**src/rtl/lpc_stream_bridge.sv**
```systemverilog
// lpc_stream_bridge: buffered stream stage between the LPC read-master source and
// the write-master sink. A one-entry stage register computes passthrough or
// first-order pre-emphasis (y = x[n] - a*x[n-1], saturated), then feeds a
// first-word-fall-through FIFO with sink backpressure. The source cannot stall,
// so samples arriving without room are dropped and flagged in a sticky overflow.
//
// Optional build macro:
//   LPC_BRIDGE_DROP_CNT_EN - adds output drop_count[15:0], a saturating count of
//                            dropped samples cleared by reset and flush.

module lpc_stream_bridge #(
  parameter int DATA_W     = 16,
  parameter int FIFO_DEPTH = 16,  // power of 2, >= 4
  parameter int COEF_W     = 16,
  parameter int COEF_FRAC  = 15
) (
  input  logic                            clk_clk,
  input  logic                            reset_reset_n,
  input  logic                            flush,
  input  logic                            mode,
  input  logic [COEF_W-1:0]               coef,
  input  logic                            in_valid,
  input  logic [DATA_W-1:0]               in_data,
  output logic                            in_ready,
  output logic                            out_valid,
  output logic [DATA_W-1:0]               out_data,
  input  logic                            out_ready,
  output logic [$clog2(FIFO_DEPTH):0]     level,
  output logic                            overflow
`ifdef LPC_BRIDGE_DROP_CNT_EN
  ,
  output logic [15:0]                     drop_count
`endif
);

  localparam int PTR_W  = $clog2(FIFO_DEPTH);
  localparam int LVL_W  = PTR_W + 1;
  localparam int PROD_W = DATA_W + COEF_W;
  localparam int DIFF_W = PROD_W + 1;
  localparam int EXT_W  = DIFF_W - DATA_W + 1;

  // Stage register and pre-emphasis history
  logic                     stage_valid_q;
  logic [DATA_W-1:0]        stage_data_q;
  logic signed [DATA_W-1:0] x_prev_q;
  logic                     overflow_q;

  // FIFO storage and bookkeeping
  logic [DATA_W-1:0]        mem_q [FIFO_DEPTH];
  logic [PTR_W-1:0]         wr_ptr_q;
  logic [PTR_W-1:0]         rd_ptr_q;
  logic [LVL_W-1:0]         level_q;

  // Handshake decode
  logic                     pop;
  logic                     push;
  logic                     accept;
  logic                     drop;
  logic [LVL_W:0]           held;

  // Pre-emphasis datapath
  logic signed [COEF_W-1:0] coef_s;
  logic signed [DATA_W-1:0] in_data_s;
  logic signed [PROD_W-1:0] prod;
  logic signed [PROD_W-1:0] prod_sh;
  logic signed [DIFF_W-1:0] diff;
  logic                     diff_fits;
  logic [DATA_W-1:0]        stage_d;

  // ---------------------------------------------------------------------------
  // Handshakes. The stage register counts as occupancy so that a sample that is
  // accepted always has a FIFO slot by the time it leaves the stage; with this
  // rule level + stage_valid never exceeds FIFO_DEPTH, so a full FIFO never
  // holds a staged sample and the stage never writes into a full FIFO.
  // ---------------------------------------------------------------------------
  assign out_valid = (level_q != '0);
  assign pop       = out_valid & out_ready;
  assign held      = {1'b0, level_q} + {{LVL_W{1'b0}}, stage_valid_q};
  assign in_ready  = (held < (LVL_W+1)'(FIFO_DEPTH)) | pop;
  assign accept    = in_valid & in_ready & ~flush;
  assign drop      = in_valid & ~in_ready & ~flush;
  assign push      = stage_valid_q & ~flush;

  // Head of FIFO is presented directly; forced to zero while empty so the
  // uninitialised storage never shows on the port.
  assign out_data  = out_valid ? mem_q[rd_ptr_q] : '0;
  assign level     = level_q;
  assign overflow  = overflow_q;

  assign coef_s    = coef;
  assign in_data_s = in_data;

  // Compute the stage value for the sample on the input this cycle.
  always_comb begin
    // NOTE: every signal assigned here gets a value on all paths first, so no
    // latch is inferred when a branch below does not assign it.
    stage_d   = in_data;
    prod      = PROD_W'(coef_s) * PROD_W'(x_prev_q);
    // Arithmetic shift of the signed product truncates toward minus infinity.
    prod_sh   = prod >>> COEF_FRAC;
    diff      = DIFF_W'(in_data_s) - DIFF_W'(prod_sh);
    // The result fits DATA_W when all bits above the DATA_W sign bit agree.
    diff_fits = (diff[DIFF_W-1:DATA_W-1] == {EXT_W{diff[DIFF_W-1]}});
    if (mode) begin
      if (diff_fits) begin
        stage_d = diff[DATA_W-1:0];
      end else if (diff[DIFF_W-1]) begin
        stage_d = {1'b1, {(DATA_W-1){1'b0}}};
      end else begin
        stage_d = {1'b0, {(DATA_W-1){1'b1}}};
      end
    end
  end

  // Stage register, history sample and sticky overflow flag.
  always_ff @(posedge clk_clk or negedge reset_reset_n) begin
    // NOTE: sequential state uses non-blocking assignments so every register
    // samples the pre-edge values regardless of statement order.
    if (!reset_reset_n) begin
      stage_valid_q <= 1'b0;
      stage_data_q  <= '0;
      x_prev_q      <= '0;
      overflow_q    <= 1'b0;
    end else if (flush) begin
      stage_valid_q <= 1'b0;
      stage_data_q  <= '0;
      x_prev_q      <= '0;
      overflow_q    <= 1'b0;
    end else begin
      stage_valid_q <= accept;
      if (accept) begin
        stage_data_q <= stage_d;
        x_prev_q     <= in_data_s;
      end
      if (drop) begin
        overflow_q <= 1'b1;
      end
    end
  end

  // FIFO storage write from the stage register.
  always_ff @(posedge clk_clk) begin
    // NOTE: the storage array has no reset; out_valid and out_data are derived
    // from level_q, so stale contents are never observable.
    if (push) begin
      mem_q[wr_ptr_q] <= stage_data_q;
    end
  end

  // FIFO pointers and occupancy; pointers wrap naturally at FIFO_DEPTH.
  always_ff @(posedge clk_clk or negedge reset_reset_n) begin
    if (!reset_reset_n) begin
      wr_ptr_q <= '0;
      rd_ptr_q <= '0;
      level_q  <= '0;
    end else if (flush) begin
      wr_ptr_q <= '0;
      rd_ptr_q <= '0;
      level_q  <= '0;
    end else begin
      if (push) begin
        wr_ptr_q <= wr_ptr_q + 1'b1;
      end
      if (pop) begin
        rd_ptr_q <= rd_ptr_q + 1'b1;
      end
      case ({push, pop})
        2'b10:   level_q <= level_q + 1'b1;
        2'b01:   level_q <= level_q - 1'b1;
        default: level_q <= level_q;
      endcase
    end
  end

`ifdef LPC_BRIDGE_DROP_CNT_EN
  logic [15:0] drop_count_q;

  // Saturating count of dropped samples.
  always_ff @(posedge clk_clk or negedge reset_reset_n) begin
    if (!reset_reset_n) begin
      drop_count_q <= '0;
    end else if (flush) begin
      drop_count_q <= '0;
    end else if (drop && (drop_count_q != 16'hFFFF)) begin
      drop_count_q <= drop_count_q + 16'd1;
    end
  end

  assign drop_count = drop_count_q;
`endif

endmodule

```
**config.mk**
```make
export PLATFORM = sky130hd
export DESIGN_NAME = lpc_stream_bridge
export DESIGN_NICKNAME = d
export VERILOG_FILES = /design/src/rtl/lpc_stream_bridge.sv
export SDC_FILE = /design/constraint.sdc
export NUM_CORES = 1
export LEC_CHECK = 0
export CAP_MARGIN = 10
export CORE_MARGIN = 4
export CORE_UTILIZATION = 40
export CTS_BUF_LIST = sky130_fd_sc_hd__clkbuf_16
export CTS_CLUSTER_DIAMETER = 150
export CTS_CLUSTER_SIZE = 40
export DETAILED_ROUTE_END_ITERATION = 16
export GPL_ROUTABILITY_DRIVEN = 0
export MAX_ROUTING_LAYER = met4
export SLEW_MARGIN = 40
export SYNTH_ARGS = -nofsm -noshare
export SYNTH_HDL_FRONTEND = slang
export SYNTH_SLANG_ARGS = --single-unit
```
**constraint.sdc**
```tcl
create_clock -name clk_clk -period 23.2 [get_ports clk_clk]
set_input_delay 3.48 -clock clk_clk [delete_from_list [all_inputs] [get_ports clk_clk]]
set_output_delay 3.48 -clock clk_clk [all_outputs]
set_load 0.01 [all_outputs]
```
## Word-level counts from Yosys, hierarchy flattened

Memory sizes are Yosys's and may differ from the RTL's.
Index checks and enable logic that the tools add are counted.

- Eq/ne operators: 3
- Add/sub/neg operators: 6
- Bitwise logic cells: 9
- Magnitude comparators: 1
- Multipliers: 1
- Reduce and logical (&&, ||, !) cells: 6
- Multiplexer cells: 19

Operator list:

| operator | count |
|---|---|
| $mux 16 | 8 |
| $mul 16x16->32 | 1 |
| $sub 16x17->18 | 1 |
| $eq 17x17->1 | 1 |
| $mux 4 | 4 |
| $pmux 5 s2 | 1 |
| $add 4x1->4 const B | 2 |
| $reduce_bool 2->1 | 4 |
| $add 5x1->6 | 1 |
| $and 1x1->1 | 6 |
| $lt 6x5->1 const B | 1 |
| $add 5x1->5 const B | 1 |
| $mux 1 | 5 |
| $mux 5 | 1 |
| $reduce_bool 5->1 | 1 |
| $sub 5x1->5 const B | 1 |
| $reduce_bool 3->1 | 1 |
| $eq 2x1->1 const B | 1 |
| $eq 2x2->1 const B | 1 |
| $not 1->1 | 2 |
| $or 1x1->1 | 1 |

- Memories: 1
- Register bits: 47
- Bits in writable memories: 256
- Word-level logic and storage cells: 53

Memories:

| name | words | bits a word | read ports | clocked after memory_dff | write ports | RTL line | text |
|---|---|---|---|---|---|---|---|
| mem_q | 16 | 16 | 1 | 0 | 1 | 49 | `logic [DATA_W-1:0] mem_q [FIFO_DEPTH];` |

## Longest topological paths before layout

Gate-level depths: netlist of the first run.

- Depth in word-level cells: 8
- Mapped depth: 35
- Mapped depth without buffers: 32

## Worst setup path after synthesis of the first run

No wires, ideal clock.

- Path kind: input to register
- Start point: in coef[15]
- End point: reg stage_data_q[7]
- Setup time: 74 ps
- Buffers on the path: 3
- Path slack: 12323 ps
- Arrival time: 10803 ps
- Stages: 31
- Required time: 23126 ps
- Cells stage by stage: clkbuf_1 nand2_1 inv_1 fa_1 inv_1 fa_1 inv_1 fa_1 fa_1 inv_1 fa_1 inv_1 fa_1 ha_1 or4_1 a21oi_1 o31ai_1 or4b_1 nand2_1 xor2_1 ha_1 clkbuf_1 a21oi_1 nor3b_1 o21ai_0 o21ai_1 or3_1 nand2_1 o31a_2 buf_6 o21ai_2

- Longest elaborated chain between the ends: 7
- Elaborated cells between the ends (all ways): 8

RTL lines:

| element | RTL line | text |
|---|---|---|
| start, declared | 21 | `input logic [COEF_W-1:0] coef,` |
| $mul 16x16->32 (*) | 98 | `prod = PROD_W'(coef_s) * PROD_W'(x_prev_q);` |
| $sub 16x17->18 (*) | 101 | `diff = DIFF_W'(in_data_s) - DIFF_W'(prod_sh);` |
| $eq 17x17->1 / $mux 16 (equally long branches) | 103, 107 |  |
| $mux 16 (*) | 105 | `if (diff_fits) begin` |
| $mux 16 (*) | 104 | `if (mode) begin` |
| $mux 16 (*) | 131 | `if (accept) begin` |
| $mux 16 (*) | 124 | `end else if (flush) begin` |
| end signal, assigned | 132 | `stage_data_q <= stage_d;` |
| end, declared | 44 | `logic [DATA_W-1:0] stage_data_q;` |

Every way passes the cells marked *; elsewhere a longest branch is shown, timed or not. The select of a mux whose other input is x is not followed.
A chain may end at the register's enable or synchronous reset.

## Worst setup path in the final report of the first run

- Start point: in coef[15]
- End point: reg stage_data_q[10]

Same word-level chain as after synthesis.

==> results of run 1 <==
-- logic make-up (layout without fill, tap and decap cells) --
kind of cell	Yosys count	count (layout)	share of synthesized area (%)
XOR/XNOR	44	44	1.72
adder cells (fa/ha/maj)	367	367	29.4
other	0	2	0
flip-flops	303	303	39.6
AND/OR/NAND/NOR	422	422	9.36
AO/OA/AOI/OAI	166	166	5.17
buffers and inverters	381	418	6.49
multiplexers	84	84	8.24
-- cell usage in the layout (no fill, tap or decap), drive strengths merged, types with 3 or more instances in the layout --
master | synthesis | layout
a211o | 3 | 3
a211oi | 5 | 5
a21o | 8 | 8
a21oi | 42 | 42
a22o | 16 | 16
a22oi | 14 | 14
a31oi | 6 | 6
and2 | 122 | 122
buf | 15 | 29
clkbuf | 54 | 11
clkdlybuf4s50 | 0 | 60
dfrtp | 47 | 47
edfxtp | 256 | 256
fa | 263 | 263
ha | 104 | 104
inv | 312 | 318
mux2i | 4 | 4
mux4 | 80 | 80
nand2 | 149 | 149
nand2b | 9 | 9
nand3 | 5 | 5
nand3b | 4 | 4
nand4 | 7 | 7
nor2 | 73 | 73
nor2b | 23 | 23
nor3 | 9 | 9
o21a | 8 | 8
o21ai | 38 | 38
o221ai | 3 | 3
o311ai | 3 | 3
o31a | 3 | 3
o31ai | 3 | 3
or3 | 5 | 5
or4 | 3 | 3
xnor2 | 29 | 29
xor2 | 15 | 15
-- layer usage --
layer,part of all wire [%],track usage (%)
met3,3.6,1.37
met2,50,30.2
met1,44,23.3
met5,0,-
met4,3.0,4.68
-- layout make-up --
class / count / area (um2)
Tap cell: 748 / 936
Clock buffer: 11 / 275
Sequential cell: 303 / 8870
Fill cell: 5005 / 30900
Multi-Input combinational cell: 1083 / 12100
Timing Repair Buffer: 89 / 851
Clock inverter: 6 / 38.8
Antenna cell: 2 / 5.00
Inverter: 312 / 1170
-- flip-flops by register name, indices dropped and copies added, names as in the netlist --
| register | count |
|---|---|
| level | 5 |
| stage_valid_q | 1 |
| x_prev_q | 16 |
| wr_ptr_q | 4 |
| rd_ptr_q | 4 |
| overflow | 1 |
| mem_q | 256 |
| stage_data_q | 16 |
-- per-stage QoR --
step                      hold slack (ns)  cells
after floorplan                     0.529   1767
after global placement              0.488   2532
after detailed placement            0.514   2535
after CTS                           0.548   2552
after global routing                0.594   2554
final                               0.539   2554
-- worst min path at each step --
stage / start / end / slack (ns) / cells past startpoint
floorplan: overflow / overflow / 0.53 / 2
global placement: overflow / overflow / 0.49 / 2
detailed placement: overflow / overflow / 0.51 / 2
CTS: overflow / overflow / 0.55 / 2
global route: overflow / overflow / 0.59 / 2
finish: overflow / overflow / 0.54 / 2
-- power by group through the flow --
stage               Clock [mW]  Sequential (mW)  Combinational [mW]
finish                   0.250            0.719                2.32
global route             0.275            0.728                2.64
CTS                      0.257            0.719                2.32
detailed placement           0            0.732                2.31
global placement             0            0.727                2.27
floorplan                    0            0.694                1.85
-- critical path: cells and delay by family --
kind | cells | cell delay (ns)
adder cells (fa/ha/maj) | 8 | 3.77
AND/OR/NAND/NOR | 7 | 2.22
buffers and inverters | 6 | 1.43
AO/OA/AOI/OAI | 7 | 1.14
XOR/XNOR | 1 | 0.18
==> summary.md, run 1 <==
| Metric | Value |
|---|---|
| Seq pwr share | 21.9% |
| Die H | 244 um |
| Full die area | 59,700 um2 |
| Post-synthesis cell type count | 64 |
| CTS clk-pin slew, worst paths | 0.15 ns |
| Core area | 55,200 um2 |
| Num CTS Buffers | 11 |
| Antenna viol nets, final | 0 |
| CP startpoint kind | input port |
| Gr ovfl total | 0 |
| Final wirelength | 50,700 um |
| Sequential element share of the synthesized area | 39.6% |
| Detailed placer's ending HPWL | 36,400 um |
| Outcome | finished clean |
| Yosys top cell area share | 34.4% |
| Final setup viols | 0 |
| RSZ-0062 raised after global routing | no |
| Via count | 13,210 |
| Nets | 2,205 |
| Post-route setup slack | 11.36 ns |
| Crit path top cell by count | fa_1 |
| Synthesized flop and latch total | 303 |
| DR pass1 iterations | 5 |
| Cell Int Power | 1.74 mW |
| Pleak | 9.91 nW |
| Vias in the first global route | 14,240 |
| Critical Path AT | 12.23 ns |
| Number of max-cap violations | 0 |
| Cells after synthesis | 1,767 |
| I/O Buffers | 61 |
| DRC | 0 |
| First-pass GRT wire length | 81,100 um |
| Slowest stage cell, crit path | clkdlybuf4s50_1 |
| Power density over the cells | 136 nW/um2 |
| Worst-margin pin slew | 0.854 ns |
| Wirelength per Cell | 19.9 um |
| Commonest cells post-synth | 311 x inv_1, 263 x fa_1, 256 x edfxtp_1 |
| Initial antenna violation count | 2 |
| Slew Limit Fails | 0 |
| Dpl ws | 10.88 ns |
| Synthesized area | 22,400 um2 |
| Hold WC Path Type | reg -> reg |
| Core Util, Final | 44.0% |
| Clock tree from TritonCTS | done |
| Sink Count | 303 |
| Logic pwr share | 70.5% |
| Syn avg cell area | 12.7 um2 |
| Rows | 86 |
| FF-to-FF Start | x_prev_q[2] |
| Setup crit start | coef[15] |
| Post-Syn Nets | 2,172 |
| Worst skew pair latency | 0.50 ns |
| Pin count of the biggest net entering global routing | 68 |
| R2R depth | 28 |
| Post-route cell area | 24,300 um2 |
| Ys flop type | edfxtp_1 |
| Max incr delay on CP | 0.73 ns |
| Most frequent cell after synthesis | inv_1 |
| Switch share | 47.2% |
| Via-per-instance ratio | 5.17 |
| CP Capture Type | flop |
| Worst EP required | 23.59 ns |
| Flop2flop setup slack | 14.45 ns |
| Synth area leaders | edfxtp_1 34%, fa_1 24%, mux4_2 8.1%, ha_1 5.8%, dfrtp_1 5.3% |
| CP endpoint | stage_data_q[10] |
| FMAX | 0.0845 GHz |
| VDD IR-drop max | 0.000169 V |
| Fin Setup TNS | 0 ns |
| Clock Power Share | 7.6% |
| Rel. slew slack | 43.0% |
| Final worst path period share | 51.0% |
| Async set-or-reset flop fraction in the synthesized netlist | 15.5% |
| Post-synth EDFFs | 256 |
| I/O pin total | 62 |
| Layout cells sized above 1 | 8.98% |
| Top cell type by total area after synthesis | edfxtp_1 |
| Final min period | 11.84 ns |
| Yosys Warn Count | 0 |
| Sw power | 1.55 mW |
| H-Tree Depth | 1 |
| CP Class | in -> reg |
| CP max FO | 16 |
| Initial detailed-routing violation count | 727 |
| Initial core utilization | 40.5% |
| Power, Total | 3.29 mW |
| Hold buffers post-CTS | 0 |
| CTS root buf | clkbuf_16 |
| Clock Tree Buf Depth | 3 |
| R2r endpoint | stage_data_q[10] |
| Postcts setup bufs | 0 |
| Worst Skew | 0.0183 ns |
| DP Area | 24,000 um2 |
| Area delta synth->final | 8.57% |
| Die width | 244 um |
| PostCTS Resize Cnt | 0 |
| Total global-route track usage | 17.8% |
| Final hold violation count | 0 |
Note: power is estimated with default switching activity, not from simulation.
==> inputs of run 2 (changes only) <==
==> constraint.sdc (replaced) <==
create_clock -name clk_clk -period 9.7 [get_ports clk_clk]
set_input_delay 1.455 -clock clk_clk [delete_from_list [all_inputs] [get_ports clk_clk]]
set_output_delay 1.455 -clock clk_clk [all_outputs]
set_load 0.01 [all_outputs]
==> summary.md, run 2 (same netlist as run 1, synthesis figures left out) <==
| Metric | Value |
|---|---|
| Rel. slew slack | 44.1% (+1.1 points) |
| Top reg by flops | mem_q |
| Core area | 55,200 um2 (unchanged) |
| Rows | 86 (unchanged) |
| Sw power | 3.70 mW (+140%) |
| Number of max-cap violations | 0 (unchanged) |
| Worst-margin pin slew | 0.838 ns (-0.0159 ns) |
| Final worst path period share | 93.1% |
| RSZ-0062 raised after global routing | no |
| Fill count | 5,043 (+0.76%) |
| Wirelength per Cell | 19.1 um (-3.9%) |
| FMAX | 0.111 GHz |
| Power density over the cells | 325 nW/um2 (+140%) |
| Worst Skew | 0.0268 ns (+0.00851 ns) |
| Top flop regs | mem_q: 256 flops, stage_data_q: 16 flops, x_prev_q: 16 flops |
| I/O pin total | 62 (unchanged) |
| Pleak | 10.0 nW (+0.95%) |
| CTS clk-pin slew, worst paths | 0.14 ns (about the same) |
| Outcome | finished clean |
| Fin Setup TNS | 0 ns (unchanged) |
| VDD IR-drop max | 0.000414 V (+140%) |
| First-pass GRT wire length | 78,900 um (-2.6%) |
| Crit path top cell by count | fa_1 |
| Clock Power Share | 7.3% (-0.3 points) |
| Die width | 244 um (unchanged) |
| Max incr delay on CP | 0.74 ns (about the same) |
| Total global-route track usage | 17.2% (-0.57 points) |
| Num CTS Buffers | 11 (unchanged) |
| Switch share | 46.6% (-0.62 points) |
| Full die area | 59,700 um2 (unchanged) |
| Commonest non-fill, non-tap cell in the layout | inv_1 |
| Final hold violation count | 0 (unchanged) |
| Initial antenna violation count | 3 (+1) |
| Power, Total | 7.95 mW (+140%) |
| Max FFs per register | 256 (unchanged) |
| Final wirelength | 49,100 um (-3.1%) |
| Final min period | 9.03 ns |
| Nets | 2,224 (+0.86%) |
| Clock tree from TritonCTS | done |
| Cell Int Power | 4.25 mW (+140%) |
| Clock Tree Buf Depth | 3 (unchanged) |
| Worst skew pair latency | 0.49 ns (about the same) |
| Die H | 244 um (unchanged) |
| Hold WC Path Type | reg -> reg |
| Layout cells sized above 1 | 9.98% (+1.0 points) |
| Critical Path AT | 9.44 ns (-2.79 ns) |
| CP startpoint kind | input port |
| Vias in the first global route | 14,112 (-0.90%) |
| CP Class | in -> reg |
| H-Tree Depth | 1 (unchanged) |
| Slew Limit Fails | 0 (unchanged) |
| Detailed placer's ending HPWL | 36,600 um (+0.55%) |
| Initial core utilization | 40.5% (unchanged) |
| Worst EP required | 10.11 ns (-13.48 ns) |
| Multi-input combinational cell area | 12,100 um2 (about the same) |
| Gr ovfl total | 0 (unchanged) |
| DRC | 0 (unchanged) |
| FF/Latch Area | 8870 um2 (unchanged) |
| Pin count of the biggest net entering global routing | 68 (unchanged) |
| Non-Filler Instances | 2,575 (+0.82%) |
| Area delta synth->final | 9.30% |
| Via count | 13,078 (-1.0%) |
| I/O Buffers | 61 (unchanged) |
| Final setup viols | 0 (unchanged) |
| Logic pwr share | 70.8% (+0.3 points) |
| Initial detailed-routing violation count | 693 (-4.7%) |
| Seq pwr share | 21.9% (about the same) |
| Via-per-instance ratio | 5.08 (-1.8%) |
| Cells after DPL | 2,553 (+0.71%) |
| CTS root buf | clkbuf_16 |
| Antenna viol nets, final | 0 (unchanged) |
| Sink Count | 303 (unchanged) |
| CP max FO | 14 (-2) |
| CP Capture Type | flop |
| Most frequent cells in the layout | 316 x inv_1, 263 x fa_1, 256 x edfxtp_1 |
| Slowest stage cell, crit path | clkdlybuf4s50_1 |
| DR pass1 iterations | 5 (unchanged) |
-- run 2: final cells by class --
type,count,area share (%)
Tap cell,748,3.83
Sequential cell,303,36.3
Timing Repair Buffer,108,4.12
Multi-Input combinational cell,1083,49.6
Antenna cell,4,0.0410
Inverter,312,4.79
Clock inverter,6,0.143
Clock buffer,11,1.13
-- run 2: worst max-delay path, delay by kind of cell --
kind                       cells  cell delay, ns
AOI/OAI and AO/OA             12            2.36
adders and majority gates      8            3.66
buffers and inverters          7            1.46
and+or+nand+nor                4            0.53
-- run 2: metal layers --
layer,part of all wire (%),track usage [%]
met1,45,22.7
met2,51,29.8
met3,3.0,1.29
met4,1.3,2.92
met5,0,-
-- run 2: final timing paths --
| path | to | slack [ns] | cells past startpoint | from |
|---|---|---|---|---|
| max | stage_data_q[1] | 0.67 | 31 | coef[6] |
| min | overflow | 0.54 | 2 | overflow |
| max reg2reg | stage_data_q[1] | 1.47 | 29 | x_prev_q[8] |
| min reg2reg | overflow | 0.54 | 2 | overflow |
| max in group asynchronous | x_prev_q[5] | 8.20 | 2 | reset_reset_n |
| min in group asynchronous | rd_ptr_q[2] | 1.03 | 2 | reset_reset_n |
-- run 2: repair_timing --
action                                  CTS  global route
gates resized for setup                   0             1
endpoints found under the setup margin    0            14
buffers inserted                          0             1
endpoints found under the hold margin     0             0
hold buffers                              0             0
-- run 2: through the flow --
step	worst slack [ns]	util, %	instance area (um2)	hold slack [ns]
after floorplan	0.848	-	22400	0.529
after global placement	0.148	43.5	24000	0.490
after detailed placement	-0.0199	43.6	24100	0.502
after CTS	0.487	44.2	24400	0.532
after global routing	0.133	44.3	24400	0.566
final	0.669	44.3	24400	0.535
-- run 2: power by group through the flow --
stage | Clock [mW] | Combinational [mW] | Sequential [mW]
2_1_floorplan | 0 | 4.42 | 1.66
3_3_place_gp | 0 | 5.50 | 1.76
3_5_place_dp | 0 | 5.58 | 1.77
4_1_cts | 0.598 | 5.61 | 1.74
5_1_grt | 0.644 | 6.41 | 1.76
6_report | 0.581 | 5.63 | 1.74
